$ cat src/rtl/fpu_fma_issuer.sv
`timescale 1ns/1ps
// -----------------------------------------------------------------------------
// fpu_fma_issuer
//
// Initiator side of the FPU start/done handshake for fused multiply-add.
// A request accepted on the valid/ready request channel has its rounding
// mode resolved (static rm or dynamic fcsr.frm). The issuer then pulses
// unit_start to a single FMA unit and waits for unit_done. The result and
// inexact flag are returned on a valid/ready response channel.
// An illegal rounding mode short-circuits to an error response without
// touching the unit. A watchdog aborts a WAIT that lasts TIMEOUT cycles.
// A sticky NX bit accumulates inexact results for fcsr.fflags.
//
// Parameters
//   TAG_W    width of the opaque request/response tag
//   TIMEOUT  maximum WAIT cycles before abort with err=2'b10 (>= 2)
//
// Ports
//   clk, rst            clock; asynchronous active-low reset
//   req_valid/ready     request handshake (ready only while idle)
//   req_operA/B/C       binary32 multiplicand, multiplier, addend
//   req_opcode          00 fmadd, 01 fmsub, 10 fnmsub, 11 fnmadd
//   req_rm              instruction rounding mode, 3'b111 = dynamic
//   req_tag             opaque tag, echoed on the response
//   csr_frm             fcsr.frm, sampled when the request is accepted
//   unit_start          one-cycle start pulse to the FMA unit
//   unit_operA/B/C      registered operands to the unit
//   unit_opcode         registered opcode to the unit
//   unit_frm            resolved rounding mode to the unit
//   unit_rd             unit result, valid with unit_done
//   unit_flag_nx        unit inexact flag, valid with unit_done
//   unit_done           unit completion pulse
//   rsp_valid/ready     response handshake
//   rsp_result          result (canonical qNaN on error)
//   rsp_tag             tag of the request
//   rsp_nx              inexact flag of this operation
//   rsp_err             00 ok, 01 illegal rm, 10 timeout
//   fflags_nx           sticky inexact accumulator
//   fflags_clr          clears fflags_nx (a same-cycle set wins)
//   busy                high in every state except idle
// -----------------------------------------------------------------------------
module fpu_fma_issuer #(
  parameter int TAG_W   = 4,
  parameter int TIMEOUT = 64
) (
  input  logic             clk,
  input  logic             rst,

  input  logic             req_valid,
  output logic             req_ready,
  input  logic [31:0]      req_operA,
  input  logic [31:0]      req_operB,
  input  logic [31:0]      req_operC,
  input  logic [1:0]       req_opcode,
  input  logic [2:0]       req_rm,
  input  logic [TAG_W-1:0] req_tag,
  input  logic [2:0]       csr_frm,

  output logic             unit_start,
  output logic [31:0]      unit_operA,
  output logic [31:0]      unit_operB,
  output logic [31:0]      unit_operC,
  output logic [1:0]       unit_opcode,
  output logic [2:0]       unit_frm,
  input  logic [31:0]      unit_rd,
  input  logic             unit_flag_nx,
  input  logic             unit_done,

  output logic             rsp_valid,
  input  logic             rsp_ready,
  output logic [31:0]      rsp_result,
  output logic [TAG_W-1:0] rsp_tag,
  output logic             rsp_nx,
  output logic [1:0]       rsp_err,

  output logic             fflags_nx,
  input  logic             fflags_clr,
  output logic             busy
);

  localparam int              CNT_W    = (TIMEOUT > 2) ? $clog2(TIMEOUT) : 1;
  localparam logic [CNT_W-1:0] CNT_LAST = CNT_W'(TIMEOUT - 1);
  localparam logic [31:0]     QNAN     = 32'h7FC0_0000;
  localparam logic [1:0]      ERR_OK   = 2'b00;
  localparam logic [1:0]      ERR_RM   = 2'b01;
  localparam logic [1:0]      ERR_TO   = 2'b10;

  typedef enum logic [1:0] {
    S_IDLE,
    S_ISSUE,
    S_WAIT,
    S_RESP
  } state_t;

  state_t           state;
  state_t           state_nxt;
  logic [CNT_W-1:0] wait_cnt;

  logic [2:0] rm_res;
  logic       bad_rm;
  logic       accept;
  logic       done_cap;
  logic       timed_out;

  // Dynamic rounding mode (3'b111) defers to fcsr.frm.
  function automatic logic [2:0] resolve_rm(input logic [2:0] rm,
                                            input logic [2:0] frm);
    return (rm == 3'b111) ? frm : rm;
  endfunction

  // Encodings 101..111 are reserved once the mode has been resolved.
  function automatic logic rm_illegal(input logic [2:0] rm);
    return (rm == 3'b101) || (rm == 3'b110) || (rm == 3'b111);
  endfunction

  assign rm_res    = resolve_rm(req_rm, csr_frm);
  assign bad_rm    = rm_illegal(rm_res);
  assign accept    = (state == S_IDLE) && req_valid;
  // A done pulse only counts while waiting; late pulses are dropped.
  assign done_cap  = (state == S_WAIT) && unit_done;
  // done in the final wait cycle takes priority over the watchdog.
  assign timed_out = (state == S_WAIT) && !unit_done && (wait_cnt == CNT_LAST);

  // Handshake outputs decode registered state only, so rsp_valid never
  // depends combinationally on rsp_ready.
  assign req_ready  = (state == S_IDLE);
  assign unit_start = (state == S_ISSUE);
  assign rsp_valid  = (state == S_RESP);
  assign busy       = (state != S_IDLE);

  always_ff @(posedge clk or negedge rst) begin
    if (!rst) begin
      state <= S_IDLE;
    end else begin
      state <= state_nxt;
    end
  end

  always_comb begin
    state_nxt = state;
    case (state)
      S_IDLE:  if (req_valid) state_nxt = bad_rm ? S_RESP : S_ISSUE;
      S_ISSUE: state_nxt = S_WAIT;
      S_WAIT:  if (done_cap || timed_out) state_nxt = S_RESP;
      S_RESP:  if (rsp_ready) state_nxt = S_IDLE;
      default: state_nxt = S_IDLE;
    endcase
  end

  // Watchdog: zeroed in ISSUE, so it reads 0 in the first WAIT cycle.
  always_ff @(posedge clk or negedge rst) begin
    if (!rst) begin
      wait_cnt <= '0;
    end else if (state == S_ISSUE) begin
      wait_cnt <= '0;
    end else if (state == S_WAIT) begin
      wait_cnt <= wait_cnt + CNT_W'(1);
    end
  end

  // Request capture: operands stay stable from ISSUE through WAIT.
  always_ff @(posedge clk or negedge rst) begin
    if (!rst) begin
      unit_operA  <= '0;
      unit_operB  <= '0;
      unit_operC  <= '0;
      unit_opcode <= '0;
      unit_frm    <= '0;
      rsp_tag     <= '0;
    end else if (accept) begin
      unit_operA  <= req_operA;
      unit_operB  <= req_operB;
      unit_operC  <= req_operC;
      unit_opcode <= req_opcode;
      rsp_tag     <= req_tag;
      if (!bad_rm) begin
        unit_frm <= rm_res;
      end
    end
  end

  // Response capture: written once per request and held through RESP.
  always_ff @(posedge clk or negedge rst) begin
    if (!rst) begin
      rsp_result <= '0;
      rsp_nx     <= 1'b0;
      rsp_err    <= ERR_OK;
    end else if (accept && bad_rm) begin
      rsp_result <= QNAN;
      rsp_nx     <= 1'b0;
      rsp_err    <= ERR_RM;
    end else if (done_cap) begin
      rsp_result <= unit_rd;
      rsp_nx     <= unit_flag_nx;
      rsp_err    <= ERR_OK;
    end else if (timed_out) begin
      rsp_result <= QNAN;
      rsp_nx     <= 1'b0;
      rsp_err    <= ERR_TO;
    end
  end

  // Sticky inexact: a capture with NX set overrides a same-cycle clear.
  always_ff @(posedge clk or negedge rst) begin
    if (!rst) begin
      fflags_nx <= 1'b0;
    end else if (done_cap && unit_flag_nx) begin
      fflags_nx <= 1'b1;
    end else if (fflags_clr) begin
      fflags_nx <= 1'b0;
    end
  end

endmodule
$ cat config.mk
export PLATFORM = sky130hd
export DESIGN_NAME = fpu_fma_issuer
export DESIGN_NICKNAME = d
export VERILOG_FILES = /design/src/rtl/fpu_fma_issuer.sv
export SDC_FILE = /design/constraint.sdc
export NUM_CORES = 1
export LEC_CHECK = 0
export ABC_CLOCK_PERIOD_IN_PS = 2160
export BUFFER_PORTS_ARGS = -buffer_cell sky130_fd_sc_hd__buf_2
export CORE_MARGIN = 5
export CORE_UTILIZATION = 35
export CTS_BUF_LIST = sky130_fd_sc_hd__clkbuf_4 sky130_fd_sc_hd__clkbuf_8
export CTS_CLUSTER_DIAMETER = 80
export DETAILED_ROUTE_END_ITERATION = 8
export RECOVER_POWER = 25
export SYNTH_ARGS = -nofsm -noshare
export SYNTH_HDL_FRONTEND = slang
export SYNTH_SLANG_ARGS = --single-unit
$ cat constraint.sdc
create_clock -name clk -period 2.16 [get_ports clk]
set_input_delay 0 -clock clk [delete_from_list [all_inputs] [get_ports clk]]
set_output_delay 0 -clock clk [all_outputs]
set_load 0.005 [all_outputs]
==> results of run 1 <==
[where the power goes]
part | switching [uW] | internal (uW) | total [uW]
Clock | 1020 | 1120 | 2140
Sequential | 706 | 4190 | 4900
Combinational | 2080 | 2620 | 4690
Total | 3800 | 7930 | 11700
[worst reg2reg max path, delay by kind of cell (launching register included)]
kind                     cells  cell delay [ns]
AND/OR/NAND/NOR              2             0.30
buffers and inverters        3             0.92
flip-flops                   1             0.42
adder cells (fa/ha/maj)      1             0.23
AO/OA/AOI/OAI                1             0.10
[cell usage after synthesis, drive strengths merged]
cell,n
dfrtp,149
mux2,104
nand2,33
nand3,27
a21oi,26
o21ai,19
buf,16
nor2,15
clkbuf,9
nor3,9
inv,8
ha,5
mux2i,3
nor2b,3
and2,2
o22ai,2
o31ai,2
a221oi,1
a2bb2oi,1
a31oi,1
nand3b,1
nand4,1
o32a,1
or2,1
xnor2,1
xor2,1
[registers in the layout, indices dropped and copies added, names as in the netlist]
signal	flops
rsp_nx	1
unit_operC	32
unit_operA	32
fflags_nx	1
rsp_err	2
unit_frm	3
rsp_tag	4
unit_opcode	2
wait_cnt	6
rsp_result	32
unit_operB	32
state	2
[timing repair]
action | CTS | global route
hold endpoints to repair | 288 | 0
resized for setup | 0 | 1
hold buffers | 142 | 0
setup endpoints to repair | 0 | 1
[per-layer routing]
| layer | global-route usage, % | wire, um | up-vias |
|---|---|---|---|
| li1 | - | - | 2406 |
| met1 | 20.8 | 6930 | 2519 |
| met2 | 32.4 | 9540 | 197 |
| met3 | 3.82 | 928 | 32 |
| met4 | 6.94 | 475 | 0 |
| met5 | 0 | 0 | - |
[worst max path at each step]
stage / to / slack, ns / cells after the start
after floorplan: unit_operB[0] / 0.53 / 6
after global placement: rsp_err[1] / 0.44 / 7
after global routing: fflags_nx / 0.03 / 7
final: fflags_nx / 0.13 / 7
after CTS: fflags_nx / 0.09 / 7
after detailed placement: rsp_result[16] / 0.35 / 7
[layout make-up]
type,instances,area [um2],area share (%)
Clock inverter,11,125,1.32
Multi-Input combinational cell,259,2020,21.4
Timing Repair Buffer,445,2990,31.7
Sequential cell,149,3730,39.5
Inverter,8,30.0,0.318
Tap cell,220,275,2.91
Clock buffer,21,277,2.93
[through the flow]
stage	instance area, um2	hold slack [ns]	std cells	total power [uW]
final	9440	0.0537	1113	11700
after global routing	9440	0.0309	1113	12600
after CTS	9450	0.0126	1113	11900
after detailed placement	7630	0.00509	939	9490
after global placement	7630	-0.000381	939	9260
after floorplan	5930	-0.296	441	7270
[kinds of logic after synthesis]
| group | after synthesis |
|---|---|
| buffers and inverters | 33 |
| and+or+nand+nor | 92 |
| adders and majority gates | 5 |
| DFF | 149 |
| AOI/OAI and AO/OA | 53 |
| muxes | 107 |
| xor gates and xnor gates | 2 |
==> flow_metrics.tcl, run 1 <==
set metrics [dict create \
    fin_ws_ns 0.131 \
    nets 1032 \
    critical-path-top-delay-family "buffers and inverters" \
    slew_viol_final 0 \
    portBuffers 291 \
    gp_congestion 0.820 \
    grt_max_degree 69 \
    synth_fa_ha_area_share_pct 1.06 \
    clock_path_buffers 2 \
    reg2reg_depth 7 \
    setup_viol 0 \
    cts-root-buf "clkbuf_8" \
    rsz0062_at_grt "no" \
    period_needed_ns 2.03 \
    max_slew_margin_pct 3.37 \
    synth_seq_cells 149 \
    cts.clk_slew.worst_paths_ns 0.08 \
    cp-start-kind "flop" \
    synthCells 441 \
    crit_start "state[0]" \
    period_share_pct 93.9 \
    drt_iter0_markers 112 \
    synth_cell_types 30 \
    htreeDepth 4 \
    synth-compound-area-share_pct 5.26 \
    place_ws_ns 0.351 \
    die_width_um 140 \
    pin_count 292 \
    synthMuxAreaShare_pct 20.3 \
    antenna_found_initial 0 \
    finalClockSkew_ns 0.0125 \
    grt_use_total_pct 18.0 \
    dieArea_um2 19600 \
    final_common_cell "buf_2" \
    routed_via_density 4.63 \
    grt_pass1_wl_mm 28.5 \
    crit_type "flop to flop" \
    netlist_area_um2 5930 \
    hold_depth 3 \
    synth-xor-area-share_pct 0.296 \
    area_growth_pct 59.3 \
    die_h_um 140 \
    r2r-start "state[0]" \
    clock-sinks 149 \
    grt_pass1_vias 5606 \
    slowest_delay_ns 0.58 \
    maxCapViolations 0 \
    rows 47 \
    r2r_end "fflags_nx" \
    leakage_uw 0.00460 \
    power.density_nw_per_um2 1240 \
    arrival_ns 2.39 \
    tns_ns 0 \
    worstMarginPinSlew_ns 1.45 \
    ir_drop_mv 0.557 \
    hold_viol_final 0 \
    tritoncts "built" \
    syn_avg_cell_area_um2 13.4 \
    hpwl_mm 12.5 \
    final_cell_mix "buf_2, dfrtp_1, dlygate4sd3_1" \
    path_buf_inv 3 \
    layout-drive-gt1-share_pct 49.7 \
    synth_nets 593 \
    drc 0 \
    synth_top_area_share_pct 62.9 \
    hold_path.class "primary input to flop" \
    status "finished clean" \
    numCtsBuffers 17 \
    max_clock_freq_ghz 0.493 \
    crit_path_max_fanout 33 \
    via_count 5154 \
    insertion_delay_ns 0.42 \
    fillers 1407 \
    cp.required_ns 2.52 \
    synth_warnings 0 \
    first_pass_iters 4 \
    final_core_util_pct 56.9 \
    r2r_setup_slack_ns 0.13 \
    synth.top_cells.by_area "dfrtp_1, mux2_2, a21oi_1" \
    wl_per_cell_um 16.1 \
    yosysSeqAreaShare_pct 62.9 \
    holdPathEnd "unit_frm[1]" \
    cp_cell_sequence "inv_1, ha_1, and2_1, buf_6, nand2_1, o21ai_0, dlygate4sd3_1" \
    cp-end-kind "flop" \
    routed_wirelength_mm 17.9 \
    cp_slowest_cell "dlygate4sd3_1" \
    core_area_um2 16600 \
    antennaDiodeCount 0 \
    post_cts_buffers 0 \
    hp-start "csr_frm[1]" \
    overflow 0 \
    synth_top_family_by_area "multiplexers" \
    yosys.area_share.simple_pct 7.07 \
    antenna_left 0 \
    start_util_pct 35.7 \
    yosysTopAreaCell "dfrtp_1" \
]
Power figures use the tool's default switching activity.
==> inputs of run 2 (changes only) <==
--- a/config.mk
+++ b/config.mk
@@ -5,6 +5,7 @@
 export SDC_FILE = /design/constraint.sdc
 export NUM_CORES = 1
 export LEC_CHECK = 0
+export ABC_AREA = 0
 export ABC_CLOCK_PERIOD_IN_PS = 2160
 export BUFFER_PORTS_ARGS = -buffer_cell sky130_fd_sc_hd__buf_2
 export CORE_MARGIN = 5
@@ -12,7 +13,7 @@
 export CTS_BUF_LIST = sky130_fd_sc_hd__clkbuf_4 sky130_fd_sc_hd__clkbuf_8
 export CTS_CLUSTER_DIAMETER = 80
 export DETAILED_ROUTE_END_ITERATION = 8
-export RECOVER_POWER = 25
+export RECOVER_POWER = 50
 export SYNTH_ARGS = -nofsm -noshare
 export SYNTH_HDL_FRONTEND = slang
 export SYNTH_SLANG_ARGS = --single-unit
==> flow_metrics.tcl, run 2 (same netlist as run 1, synthesis figures left out) <==
set metrics [dict create \
    hp-start "csr_frm[1]" \
    area_growth_pct 58.1 \
    cts-root-buf "clkbuf_8" \
    insertion_delay_ns 0.43 \
    critical-path-top-delay-family "buffers and inverters" \
    dp_cells 939 \
    r2r-start "state[0]" \
    met2_usage_pct 32.4 \
    cp-start-kind "flop" \
    grt_max_degree 69 \
    reg2reg_depth 7 \
    antenna_found_initial 0 \
    hold_path.class "primary input to flop" \
    nets 1032 \
    total_power_uw 11600 \
    gp_congestion 0.820 \
    numCtsBuffers 17 \
    rsz0062_at_grt "no" \
    cp.required_ns 2.52 \
    worstMarginPinSlew_ns 1.46 \
    setup_viol 0 \
    fin_cells 1113 \
    cp_slowest_cell "dlygate4sd3_1" \
    routed_via_density 4.63 \
    drc 0 \
    cp-end-kind "flop" \
    portBuffers 291 \
    period_needed_ns 2.03 \
    dieArea_um2 19600 \
    crit_path_max_fanout 33 \
    status "finished clean" \
    finalClockSkew_ns 0.0130 \
    layout-drive-gt1-share_pct 43.6 \
    max_clock_freq_ghz 0.492 \
    hpwl_mm 12.5 \
    tns_ns 0 \
    multi_input_area_um2 2020 \
    slew_viol_final 0 \
    htreeDepth 4 \
    drt_iter0_markers 163 \
    grt_use_total_pct 18.0 \
    grt_use_met3_pct 3.82 \
    pin_count 292 \
    antennaDiodeCount 0 \
    grt-busiest-layer "met2" \
    cp_cell_sequence "inv_1, ha_1, and2_1, buf_6, nand2_1, o21ai_0, dlygate4sd3_1" \
    clock-sinks 149 \
    max_slew_margin_pct 2.95 \
    hold_viol_final 0 \
    holdPathEnd "unit_frm[1]" \
    fillers 1427 \
    post_cts_buffers 0 \
    crit_type "flop to flop" \
    grt_util_met1_pct 20.8 \
    register_area_um2 3730 \
    ir_drop_mv 0.557 \
    final_cell_mix "buf_2, dfrtp_1, dlygate4sd3_1" \
    power.density_nw_per_um2 1240 \
    overflow 0 \
    rows 47 \
    arrival_ns 2.39 \
    hold_depth 3 \
    grt_pass1_wl_mm 28.5 \
    grt_pass1_vias 5606 \
    maxCapViolations 0 \
    tritoncts "built" \
    wl_per_cell_um 16.1 \
    core_area_um2 16600 \
    final_common_cell "buf_2" \
    cts.clk_slew.worst_paths_ns 0.08 \
    antenna_left 0 \
    via_count 5155 \
    die_width_um 140 \
    start_util_pct 35.7 \
    clock_path_buffers 2 \
    path_buf_inv 3 \
    post_dp_cell_area_um2 7630 \
    die_h_um 140 \
    r2r_setup_slack_ns 0.13 \
    first_pass_iters 4 \
    period_share_pct 94.0 \
    leakage_uw 0.00444 \
    post-route-cell-area_um2 9370 \
    r2r_end "fflags_nx" \
    routed_wirelength_mm 17.9 \
    slowest_delay_ns 0.58 \
]
## run 2: how the worst max path moves through the flow
stage               startpoint              to  slack, ns  cells past startpoint
finish                state[0]       fflags_nx       0.13                      7
global route          state[0]       fflags_nx       0.03                      7
CTS                   state[0]       fflags_nx       0.09                      7
detailed placement    state[1]  rsp_result[16]       0.35                      7
global placement      state[0]      rsp_err[1]       0.44                      7
floorplan             state[0]   unit_operB[0]       0.53                      6
## run 2: cell type report
class	count	share of cell area, %
Clock buffer	21	2.95
Sequential cell	149	39.8
Clock inverter	11	1.33
Multi-Input combinational cell	259	21.5
Timing Repair Buffer	445	31.2
Inverter	8	0.320
Tap cell	220	2.94
## run 2: metal layers
metal	routed length (um)	vias up	part of all wire [%]
met5	0	-	0
met4	452	0	2.5
met3	885	30	4.9
met2	9570	176	53
met1	7030	2542	39
li1	-	2407	-
## run 2: what timing repair did
item	CTS	global route
gates resized for setup	0	1
endpoints found under the hold margin	288	0
endpoints found under the setup margin	0	1
hold buffers	142	0
## run 2: metrics by stage
| step | setup WS, ns | util, % | hold WS (ns) |
|---|---|---|---|
| 5_1_grt | 0.0282 | 56.5 | 0.0309 |
| 6_report | 0.129 | 56.5 | 0.0529 |
| 2_1_floorplan | 0.532 | - | -0.296 |
| 3_3_place_gp | 0.437 | 46.0 | -0.000381 |
| 4_1_cts | 0.0932 | 57.0 | 0.0126 |
| 3_5_place_dp | 0.351 | 46.0 | 0.00509 |
## run 2: where the power goes
group          internal [uW]  leakage, uW  switching (uW)
combinational           2480      0.00245            2080
clock                   1120     0.000203            1020
sequential              4190      0.00178             724
total                   7790      0.00444            3820
## run 2: worst reg2reg max path: stages, from the launching register on
cell	delay, ns
dfrtp_1	0.42
inv_1	0.10
ha_1	0.23
and2_1	0.17
buf_6	0.24
nand2_1	0.13
o21ai_0	0.10
dlygate4sd3_1	0.58
